`src/rtl/eif_neuron_array.sv`:
```
// Time-multiplexed adaptive exponential integrate-and-fire neuron array: one channel per clock per sweep.
// Optional per-channel refractory counter is built when REFRACTORY_EN is defined.
module eif_neuron_array #(
  parameter int unsigned N_CH            = 4,
  parameter int unsigned WIDTH           = 8,
  parameter int unsigned TH_INIT         = 100,
  parameter int unsigned TH_MIN          = 32,
  parameter int unsigned TH_MAX          = 220,
  parameter int unsigned V_T             = 80,
  parameter int unsigned EXP_SHIFT       = 5,
  parameter int unsigned LEAK_SHIFT      = 4,
  parameter int unsigned ADAPT_INC_SHIFT = 3,
  parameter int unsigned ADAPT_DEC_SHIFT = 5,
  parameter int unsigned REFRAC_STEPS    = 2,
  localparam int unsigned CH_W = (N_CH > 1) ? $clog2(N_CH) : 1
) (
  input  logic                   clk,
  input  logic                   rst,
  input  logic                   step,
  input  logic                   adapt_en,
  input  logic [N_CH*WIDTH-1:0]  current,
  output logic                   busy,
  output logic                   done,
  output logic [N_CH-1:0]        spikes,
  input  logic [CH_W-1:0]        rd_ch,
  output logic [WIDTH-1:0]       rd_state,
  output logic [WIDTH-1:0]       rd_thresh
);

  localparam int unsigned EW = 2*WIDTH + 2;
  localparam logic [EW-1:0] SAT    = EW'({WIDTH{1'b1}});
  localparam logic [EW-1:0] VT_E   = EW'(V_T);
  localparam logic [EW-1:0] TMAX_E = EW'(TH_MAX);
  localparam logic [EW-1:0] TMIN_E = EW'(TH_MIN);

  if (N_CH < 1 || 64'(TH_MAX) >= (64'd1 << WIDTH) || REFRAC_STEPS > 32'd65535) begin : g_bad_params
    $error("eif_neuron_array: illegal parameter set");
  end

  typedef enum logic [1:0] {S_IDLE, S_RUN, S_DONE} state_t;

  state_t            r_state;
  state_t            w_state_nxt;
  logic [CH_W-1:0]   r_ch;
  logic              r_adapt;
  logic [WIDTH-1:0]  r_cur [N_CH];
  logic [WIDTH-1:0]  r_v   [N_CH];
  logic [WIDTH-1:0]  r_th  [N_CH];
  logic [N_CH-1:0]   r_shadow;
  logic [N_CH-1:0]   r_spikes;
  logic              r_done;
  logic              r_busy;

  logic              w_accept;
  logic              w_proc;
  logic              w_publish;
  logic              w_last;

  logic [WIDTH-1:0]  w_v;
  logic [WIDTH-1:0]  w_i;
  logic [WIDTH-1:0]  w_th;
  logic [EW-1:0]     w_v_ext;
  logic [EW-1:0]     w_diff;
  logic [EW-1:0]     w_exp;
  logic [EW-1:0]     w_sum;
  logic [EW-1:0]     w_sum_sat;
  logic [EW-1:0]     w_th_up;
  logic [EW-1:0]     w_th_dn;
  logic [WIDTH-1:0]  w_th_new;
  logic [WIDTH-1:0]  w_v_new;
  logic              w_refr;
  logic              w_spike;

  // State register
  always_ff @(posedge clk) begin
    if (rst) r_state <= S_IDLE;
    else     r_state <= w_state_nxt;
  end

  // Next-state logic
  always_comb begin
    w_state_nxt = r_state;
    case (r_state)
      S_IDLE:  if (step) w_state_nxt = S_RUN;
      S_RUN:   if (w_last) w_state_nxt = S_DONE;
      S_DONE:  w_state_nxt = S_IDLE;
      default: w_state_nxt = S_IDLE;
    endcase
  end

  // FSM output decode
  always_comb begin
    w_accept  = 1'b0;
    w_proc    = 1'b0;
    w_publish = 1'b0;
    w_last    = 1'b0;
    case (r_state)
      S_IDLE: w_accept = step;
      S_RUN: begin
        w_proc = 1'b1;
        w_last = (r_ch == CH_W'(N_CH - 1));
      end
      S_DONE:  w_publish = 1'b1;
      default: ;
    endcase
  end

`ifdef REFRACTORY_EN
  localparam int unsigned RW = (REFRAC_STEPS > 1) ? $clog2(REFRAC_STEPS + 1) : 1;
  logic [RW-1:0] r_rcnt [N_CH];

  assign w_refr = (r_rcnt[r_ch] != '0);

  // Refractory counters: loaded on spike, count down once per step
  always_ff @(posedge clk) begin
    if (rst) begin
      for (int i = 0; i < int'(N_CH); i++) r_rcnt[i] <= '0;
    end else if (w_proc) begin
      if (w_refr)       r_rcnt[r_ch] <= r_rcnt[r_ch] - RW'(1);
      else if (w_spike) r_rcnt[r_ch] <= RW'(REFRAC_STEPS);
    end
  end
`else
  assign w_refr = 1'b0;
`endif

  // Membrane and threshold update for the channel selected by r_ch
  always_comb begin
    w_v       = r_v[r_ch];
    w_i       = r_cur[r_ch];
    w_th      = r_th[r_ch];
    w_v_ext   = EW'(w_v);
    w_diff    = w_v_ext - VT_E;
    w_exp     = (w_v_ext > VT_E) ? ((w_diff * w_diff) >> EXP_SHIFT) : '0;
    w_sum     = w_v_ext + EW'(w_i) + w_exp - (w_v_ext >> LEAK_SHIFT);
    w_sum_sat = (w_sum > SAT) ? SAT : w_sum;
    w_spike   = !w_refr && (w_sum_sat >= EW'(w_th));
    w_v_new   = (w_spike || w_refr) ? '0 : WIDTH'(w_sum_sat);
    w_th_up   = EW'(w_th) + EW'(w_th >> ADAPT_INC_SHIFT);
    w_th_dn   = EW'(w_th) - EW'(w_th >> ADAPT_DEC_SHIFT);
    if (w_spike) w_th_new = (w_th_up > TMAX_E) ? WIDTH'(TH_MAX) : WIDTH'(w_th_up);
    else         w_th_new = (w_th_dn < TMIN_E) ? WIDTH'(TH_MIN) : WIDTH'(w_th_dn);
  end

  // Datapath registers
  always_ff @(posedge clk) begin
    if (rst) begin
      for (int i = 0; i < int'(N_CH); i++) begin
        r_v[i]   <= '0;
        r_th[i]  <= WIDTH'(TH_INIT);
        r_cur[i] <= '0;
      end
      r_ch     <= '0;
      r_adapt  <= 1'b0;
      r_shadow <= '0;
      r_spikes <= '0;
      r_done   <= 1'b0;
      r_busy   <= 1'b0;
    end else begin
      r_done <= w_publish;
      if (w_accept) begin
        for (int i = 0; i < int'(N_CH); i++) r_cur[i] <= current[i*WIDTH +: WIDTH];
        r_adapt <= adapt_en;
        r_ch    <= '0;
        r_busy  <= 1'b1;
      end
      if (w_proc) begin
        r_v[r_ch]      <= w_v_new;
        r_shadow[r_ch] <= w_spike;
        if (r_adapt) r_th[r_ch] <= w_th_new;
        r_ch <= CH_W'(r_ch + CH_W'(1));
      end
      if (w_publish) begin
        r_spikes <= r_shadow;
        r_busy   <= 1'b0;
      end
    end
  end

  assign busy   = r_busy;
  assign done   = r_done;
  assign spikes = r_spikes;

  // Debug read port; out-of-range selects read as zero
  always_comb begin
    rd_state  = '0;
    rd_thresh = '0;
    if (32'(rd_ch) < N_CH) begin
      rd_state  = r_v[rd_ch];
      rd_thresh = r_th[rd_ch];
    end
  end

endmodule

```
`config.mk`:
```
export PLATFORM = sky130hd
export DESIGN_NAME = eif_neuron_array
export DESIGN_NICKNAME = d
export VERILOG_FILES = /design/src/rtl/eif_neuron_array.sv
export SDC_FILE = /design/constraint.sdc
export NUM_CORES = 1
export LEC_CHECK = 0
export CAP_MARGIN = 20
export CORE_UTILIZATION = 62
export DETAILED_ROUTE_END_ITERATION = 10
export PLACE_DENSITY = 0.9
export SETUP_SLACK_MARGIN = 0.02
export SLEW_MARGIN = 30
export SYNTH_ARGS = -nofsm -noshare
export SYNTH_HDL_FRONTEND = slang
export SYNTH_SLANG_ARGS = --single-unit
```
`constraint.sdc`:
```
create_clock -name clk -period 13.4 [get_ports clk]
set_input_delay 2.01 -clock clk [delete_from_list [all_inputs] [get_ports clk]]
set_output_delay 2.01 -clock clk [all_outputs]
set_load 0.02 [all_outputs]
```
[Yosys cells after proc, flatten, opt, wreduce, memory -nomap -nowiden]
Memories as Yosys holds them, arrays and structs flattened. A register that Yosys moved wholly into a read port is not among the register bits.
Cells that the tools add are included.
W data, S select, Z words.
Operators by class
  add/subtract/negate cells: 7
  $mul: 1
  magnitude comparators: 7
  equality and inequality tests: 5
  mux-type cells: 46
  bitwise logic cells: 4
  reduce and logical (&&, ||, !) cells: 7
Operators with widths (number)
  $mux W8: 10
  $mux W2: 12
  $mux W1: 19
  $ge A18 B8 Y1: 1
  $gt A18 B8 Y1 const B: 1
  $lt A18 B6 Y1 const B: 1
  $mul A9 B9 Y18: 1
  $mux W18: 1
  $reduce_or A8 Y1: 2
  $sub A14 B4 Y15: 1
  $add A9 B13 Y14: 1
  $mux W13: 1
  $add A8 B5 Y9: 1
  $add A8 B8 Y9: 1
  $gt A9 B8 Y1 const B: 1
  $sub A8 B3 Y9: 1
  $sub A8 B7 Y9 const B: 1
  $gt A8 B7 Y1 const B: 1
  $bwmux W4: 1
  $eq A2 B2 Y1 const B: 2
  $ne A2 B2 Y1 const B: 2
  $or A1 B1 Y1: 4
  $pmux W2 S2: 1
  $lt A2 B3 Y1 const B: 1
  other kinds (9): 9
Storage, ports and cells
  register bits after elaboration: 15
  bits in writable memories: 96
  output and inout port bits: 22
  logic and storage cells: 87
  memories: 3
Memories
  r_cur: depth 4, bits a word 8, read ports 1, clocked after memory_dff 1, wr ports 4, RTL line 46  | logic [WIDTH-1:0] r_cur [N_CH];
  r_th: depth 4, bits a word 8, read ports 2, clocked after memory_dff 1, wr ports 4, RTL line 48  | logic [WIDTH-1:0] r_th [N_CH];
  r_v: depth 4, bits a word 8, read ports 2, clocked after memory_dff 1, wr ports 4, RTL line 47  | logic [WIDTH-1:0] r_v [N_CH];

[Longest topological paths before layout]
Gate-level depths: netlist of run 1.
  depth in word-level cells: 10
  depth in mapped cells: 48
  gate-level depth less buffers: 45

[Worst setup path before layout of run 1]
OpenSTA, ideal clock, no wires.
  path kind: register to register
  from: reg (tool-made name)
  to: mem r_th[2][7] (data pin)
  setup time: 266 ps
  arrival time: 10267 ps
  required time: 13134 ps
  slack: 2867 ps
  stages on the path, launching flop included: 47
  buffers on the path: 4
  period minus slack after synthesis: 10533 ps
  cell sequence: dfxtp_1 -> buf_4 -> buf_2 -> mux4_2 -> inv_1 -> ha_1 -> inv_1 -> xnor2_1 -> or2b_1 -> inv_1 -> fa_1 -> inv_1 -> fa_1 -> inv_1 -> fa_1 -> fa_1 -> inv_1 -> fa_1 -> (+11 left out) -> ha_1 -> nand3_1 -> o21ai_0 -> mux2i_1 -> nand4_1 -> a2111oi_1 -> clkbuf_1 -> and3_1 -> ha_1 -> nand2b_1 -> a21o_1 -> a21oi_1 -> o21ai_0 -> o22a_1 -> clkbuf_1 -> o21a_1 -> a22oi_1 -> nor2_1
RTL lines (RTL line)
  end, declared: 48

==> results of run 1 <==
## layout by cell type, fill, tap and decap left out, types with 4 or more instances in the layout
cell type	instances
buf_4	6
a21oi_2	4
nor3_1	20
clkinv_4	4
inv_1	135
a21oi_1	32
nand3_1	26
inv_2	5
a31o_2	4
mux4_2	37
fa_1	69
xnor2_1	21
nand2b_1	9
or3_1	6
and2_1	39
edfxtp_1	96
clkdlybuf4s50_1	59
ha_1	85
nor2_1	66
a211oi_1	5
nor2b_1	9
nand2_1	69
dfxtp_1	16
or2_2	5
o21a_1	7
and3_1	5
a21o_1	15
o21bai_1	6
a31oi_1	36
xor2_1	10
clkbuf_16	17
mux2i_1	11
o21ai_0	18
## area by class of cell
type	instances	area share, %
diodes	1	0.0219
multi-input cells	669	54.2
repair buffers	65	5.57
clock buffers	20	4.00
inverters	140	4.60
well taps	216	2.37
clock inverters	12	0.976
flip-flops and latches	113	28.2
## worst min-delay path by stage
stage                              from                       end  slack, ns  cells after the start
2_1_floorplan  r_shadow[0]$_SDFFE_PP0P_  r_shadow[0]$_SDFFE_PP0P_       0.44                      2
3_3_place_gp   r_shadow[1]$_SDFFE_PP0P_  r_shadow[1]$_SDFFE_PP0P_       0.45                      2
3_5_place_dp   r_shadow[1]$_SDFFE_PP0P_  r_shadow[1]$_SDFFE_PP0P_       0.45                      2
6_report       r_shadow[1]$_SDFFE_PP0P_  r_shadow[1]$_SDFFE_PP0P_       0.46                      2
4_1_cts        r_shadow[1]$_SDFFE_PP0P_  r_shadow[1]$_SDFFE_PP0P_       0.46                      2
5_1_grt        r_shadow[2]$_SDFFE_PP0P_  r_shadow[2]$_SDFFE_PP0P_       0.50                      2
## layer usage
metal  GRT usage [%]  wire (um)
met5               0          0
met4            13.1        943
met2            48.5      11100
met1            40.4       9730
met3            5.49       2070
## per-stage QoR
step           utilization (%)  instances  setup WS, ns  hold slack, ns
2_1_floorplan                -        956          2.87           0.436
3_3_place_gp              68.3       1203          1.53           0.450
3_5_place_dp              68.3       1203          1.08           0.451
4_1_cts                   71.8       1235         0.859           0.462
5_1_grt                   71.8       1235        0.0366           0.498
6_report                  71.9       1236         0.675           0.464
## worst reg2reg max path, delay by kind of cell, from the launching register on
kind | cells | cell delay, ns
fa+ha+maj | 10 | 4.20
compound gates | 12 | 2.86
xor+xnor | 3 | 1.57
simple gates | 8 | 1.55
buf+inv | 8 | 0.93
flops | 1 | 0.79
mux | 1 | 0.66
## state kept, by name (all words and copies together) (netlist names), named ones only
register / cells
r_th: 32
r_v: 32
r_cur: 32
done: 1
r_ch: 2
r_shadow: 4
r_adapt: 1
spikes: 4
busy: 1
r_state: 2
## kinds of logic (layout without fill, tap and decap cells)
| group | after synthesis | in the layout | synth area share, % |
|---|---|---|---|
| multiplexers | 54 | 54 | 10.1 |
| other | 0 | 1 | 0 |
| AND/OR/NAND/NOR | 267 | 267 | 12.7 |
| buffers and inverters | 174 | 237 | 7.09 |
| XOR/XNOR | 33 | 33 | 3.00 |
| adder cells (fa/ha/maj) | 154 | 154 | 24.1 |
| flip-flops | 113 | 113 | 31.8 |
| AO/OA/AOI/OAI | 161 | 161 | 11.1 |
==> results.py, run 1 <==
metrics = {
    "timing": {
        "slew_headroom_pct": 39.1,
        "period_minus_slack_ns": 12.73,
        "fin_skew_ns": 0.00917,
        "rsz0062_at_grt": "no",
        "report.final.slew_viol_count": 0,
        "finalCritPeriodShare_pct": 95.0,
        "max_freq_ghz": 0.0786,
        "setup_viol": 0,
        "final_hold_viol_count": 0,
        "setup_tns_ns": 0,
        "worstMarginPinSlew_ns": 0.911,
    },
    "placement": {
        "placed_area_um2": 10800,
        "gp_congestion": 0.950,
        "dp_hpwl_um": 17300,
        "port_buffers": 59,
    },
    "logic_synthesis": {
        "yosysWarnings": 0,
        "netlist_area_um2": 10100,
        "synth_nets": 1148,
        "syn_avg_cell_area_um2": 10.6,
        "yosysTopAreaCell": "edfxtp_1",
        "async_reset_ff_share_pct": 0,
        "synth_edf_count": 96,
        "synth_seq_cells": 113,
        "synth_cell_types": 73,
        "synthFlopType": "edfxtp_1",
        "synth.area.top_cells": "edfxtp_1 28%, fa_1 14%, ha_1 11%",
        "ys_seq_area_share_pct": 31.8,
        "yosysMostFrequentCell": "inv_1",
        "netlist.area_leader.share_pct": 28.5,
        "synth_common_cells": "135 x inv_1, 96 x edfxtp_1, 85 x ha_1",
        "syn_inst": 956,
    },
    "floorplan": {
        "std_cell_rows": 46,
        "io_pins": 60,
        "die_w_um": 130,
        "dieArea_um2": 16800,
        "die_y_um": 130,
        "start_util_pct": 63.7,
        "core_um2": 15900,
    },
    "cts": {
        "cts_tree": "done",
        "postCtsSetupRepairBufs": 0,
        "cts-resized-gates": 0,
        "numCtsBuffers": 17,
        "root_buffer": "clkbuf_16",
        "cts_max_path_buffers": 2,
        "clkSinkCount": 113,
        "cts.clk_slew.worst_paths_ns": 0.05,
        "clkLatencyLatePin_ns": 0.42,
        "ctsHoldBuffers": 0,
        "cts_max_level": 4,
    },
    "grt": {
        "antenna_found_initial": 1,
        "grt_pass1_vias": 7653,
        "gr-usage-all-layers_pct": 30.1,
        "grt_pass1_wl_um": 38400,
        "grt_max_degree": 41,
        "grt.overflow.total": 0,
    },
    "worst_setup_path": {
        "crit_arrival_ns": 12.96,
        "cp.depth": 42,
        "cp-end-kind": "register",
        "cp-start-kind": "register",
        "crit_path_top_delay_cell": "dfxtp_2",
        "cp_max_fo": 21,
        "timing.rr.end": "r_v[2][0]$_SDFFCE_PN0P_",
        "timing.critical_path.mode_cell": "inv_1",
        "crit_family": "adder cells",
        "worstPathRequired_ns": 13.64,
        "ff2ff_path_depth": 42,
        "crit_type": "register to register",
        "endpoint": "r_v[2][0]$_SDFFCE_PN0P_",
        "cpPeakStageDelay_ns": 0.79,
        "reg2reg_slack_ns": 0.67,
        "cp.buffers_inverters": 8,
    },
    "cells_and_area": {
        "multi_input_comb_area_um2": 6190,
        "fillers": 1082,
        "drive_gt1_share_pct": 11.1,
        "fin_nets": 1198,
        "fin_area_um2": 11400,
        "regArea_um2": 3220,
        "area_growth_pct": 12.7,
    },
    "job": {
        "max-cap-violations": 0,
    },
    "drt": {
        "via_count": 7705,
        "viasPerCell": 6.23,
        "drt_iter0_drc": 923,
        "ant_nets": 0,
        "wl_per_cell_um": 19.3,
        "wl_um": 23800,
        "drc": 0,
        "firstDrtPassIters": 6,
    },
    "run_status": {
        "outcome": "complete, no violations",
    },
    "worst_hold_path": {
        "hold_class": "register to register",
    },
}
Power of run 1 is left out: the tool's default activity adds up to more than one toggle a clock period on the data nets, which glitch-free logic cannot reach.
==> inputs of run 2 (changes only) <==
- CORE_MARGIN: default -> 2
- CORE_UTILIZATION: 62 -> 63
- CTS_BUF_LIST: default -> sky130_fd_sc_hd__clkbuf_8
- PLACE_DENSITY: 0.9 -> 0.91
==> run 2 against run 1 <==
Cell area is 1.1% lower. Critical path type unchanged. Core utilization is 0.24 points lower. Critical endpoint is now r_v[2][1]$_SDFFCE_PN0P_. Global-route usage is 1.4 points lower.
==> results.py, run 2 (same netlist as run 1, synthesis figures left out) <==
metrics = {
    "grt": {
        "gr-usage-all-layers_pct": 28.7,
        "grt_max_degree": 41,
        "antenna_found_initial": 0,
        "grt.overflow.total": 0,
        "grt_pass1_vias": 7453,
        "grt_pass1_wl_um": 37400,
    },
    "worst_setup_path": {
        "timing.critical_path.mode_cell": "inv_1",
        "cp-start-kind": "register",
        "cp-end-kind": "register",
        "crit_type": "register to register",
        "crit_arrival_ns": 12.22,
        "worstPathRequired_ns": 13.66,
        "cp_max_fo": 21,
        "cpPeakStageDelay_ns": 0.68,
        "crit_path_top_delay_cell": "xnor2_1",
    },
    "run_status": {
        "outcome": "complete, no violations",
    },
    "cells_and_area": {
        "utilization_pct": 71.6,
        "final_common_cell": "inv_1",
        "fin_nets": 1198,
        "drive_gt1_share_pct": 11.3,
        "antenna_cells": 0,
        "final_cell_mix": "135 x inv_1, 96 x edfxtp_1, 85 x ha_1, 69 x nand2_1, 69 x fa_1",
        "area_growth_pct": 11.6,
        "reg_top3": "r_cur (32), r_th (32), r_v (32)",
    },
    "cts": {
        "cts_max_path_buffers": 2,
        "ctsHoldBuffers": 0,
        "cts-resized-gates": 0,
        "postCtsSetupRepairBufs": 0,
        "clkSinkCount": 113,
        "cts_max_level": 4,
        "root_buffer": "clkbuf_8",
        "cts_tree": "done",
        "cts.clk_slew.worst_paths_ns": 0.07,
        "clkLatencyLatePin_ns": 0.44,
        "numCtsBuffers": 17,
    },
    "drt": {
        "wl_per_cell_um": 18.8,
        "drt_iter0_drc": 1000,
        "drc": 0,
        "via_count": 7653,
        "viasPerCell": 6.20,
        "wl_um": 23300,
        "firstDrtPassIters": 7,
        "ant_nets": 0,
    },
    "timing": {
        "final_hold_viol_count": 0,
        "setup_viol": 0,
        "finalCritPeriodShare_pct": 89.2,
        "slew_headroom_pct": 37.3,
        "fin_skew_ns": 0.0189,
        "period_minus_slack_ns": 11.95,
        "max_freq_ghz": 0.0837,
        "report.final.slew_viol_count": 0,
        "rsz0062_at_grt": "no",
        "worstMarginPinSlew_ns": 0.937,
        "setup_tns_ns": 0,
    },
    "floorplan": {
        "std_cell_rows": 46,
        "start_util_pct": 64.2,
        "dieArea_um2": 17100,
        "die_w_um": 131,
        "io_pins": 60,
        "die_y_um": 131,
        "core_um2": 15800,
    },
    "placement": {
        "port_buffers": 59,
        "gp_congestion": 0.933,
        "dp_hpwl_um": 17300,
    },
    "worst_hold_path": {
        "hold_class": "register to register",
    },
    "job": {
        "max-cap-violations": 0,
    },
}
[run 2: per-stage QoR]
step	hold WS, ns	instance area [um2]	setup slack (ns)	instances
floorplan	0.436	10100	2.87	956
global placement	0.449	10800	1.77	1203
detailed placement	0.454	10900	1.71	1203
CTS	0.466	11300	1.62	1235
global route	0.481	11300	0.668	1235
finish	0.465	11300	1.45	1235
[run 2: cell type report]
cell class                 count  area [um2]
multi-input combinational    669        6200
fill                        1028        4480
sequential                   113        3220
timing repair buffer          65         636
inverter                     140         526
tap                          216         270
clock buffer                  19         262
clock inverter                13         174
[run 2: layer usage]
layer | track usage, % | share of wire, % | vias to the layer above | wire length [um]
li1 | - | - | 3456 | -
met5 | 0 | 0 | - | 0
met4 | 10.5 | 3.0 | 0 | 687
met1 | 40.2 | 40 | 3628 | 9380
met2 | 45.5 | 47 | 488 | 11000
met3 | 5.37 | 9.4 | 81 | 2180
[run 2: worst max-delay path, delay by kind of cell (launching register included)]
kind	cells	cell delay, ns
buffers and inverters	7	0.49
adder cells (fa/ha/maj)	10	3.99
multiplexers	2	0.86
AO/OA/AOI/OAI	12	3.22
flip-flops	1	0.67
XOR/XNOR	2	0.83
AND/OR/NAND/NOR	9	1.69
[run 2: final timing paths]
path	endpoint	cells after the start	slack, ns	startpoint
max	r_v[2][1]$_SDFFCE_PN0P_	42	1.45	register
min reg2reg	r_shadow[0]$_SDFFE_PP0P_	2	0.46	r_shadow[0]$_SDFFE_PP0P_
max reg2reg	r_v[2][1]$_SDFFCE_PN0P_	42	1.45	register
min	r_shadow[0]$_SDFFE_PP0P_	2	0.46	r_shadow[0]$_SDFFE_PP0P_
Power of run 2 is left out for the same reason.
==> inputs of run 3 (changes only) <==
- HOLD_SLACK_MARGIN: default -> 0.05
==> results of run 3 <==
No change in the layout: final DEF, timing and power equal those of run 2.
Power of run 3 is left out for the same reason.
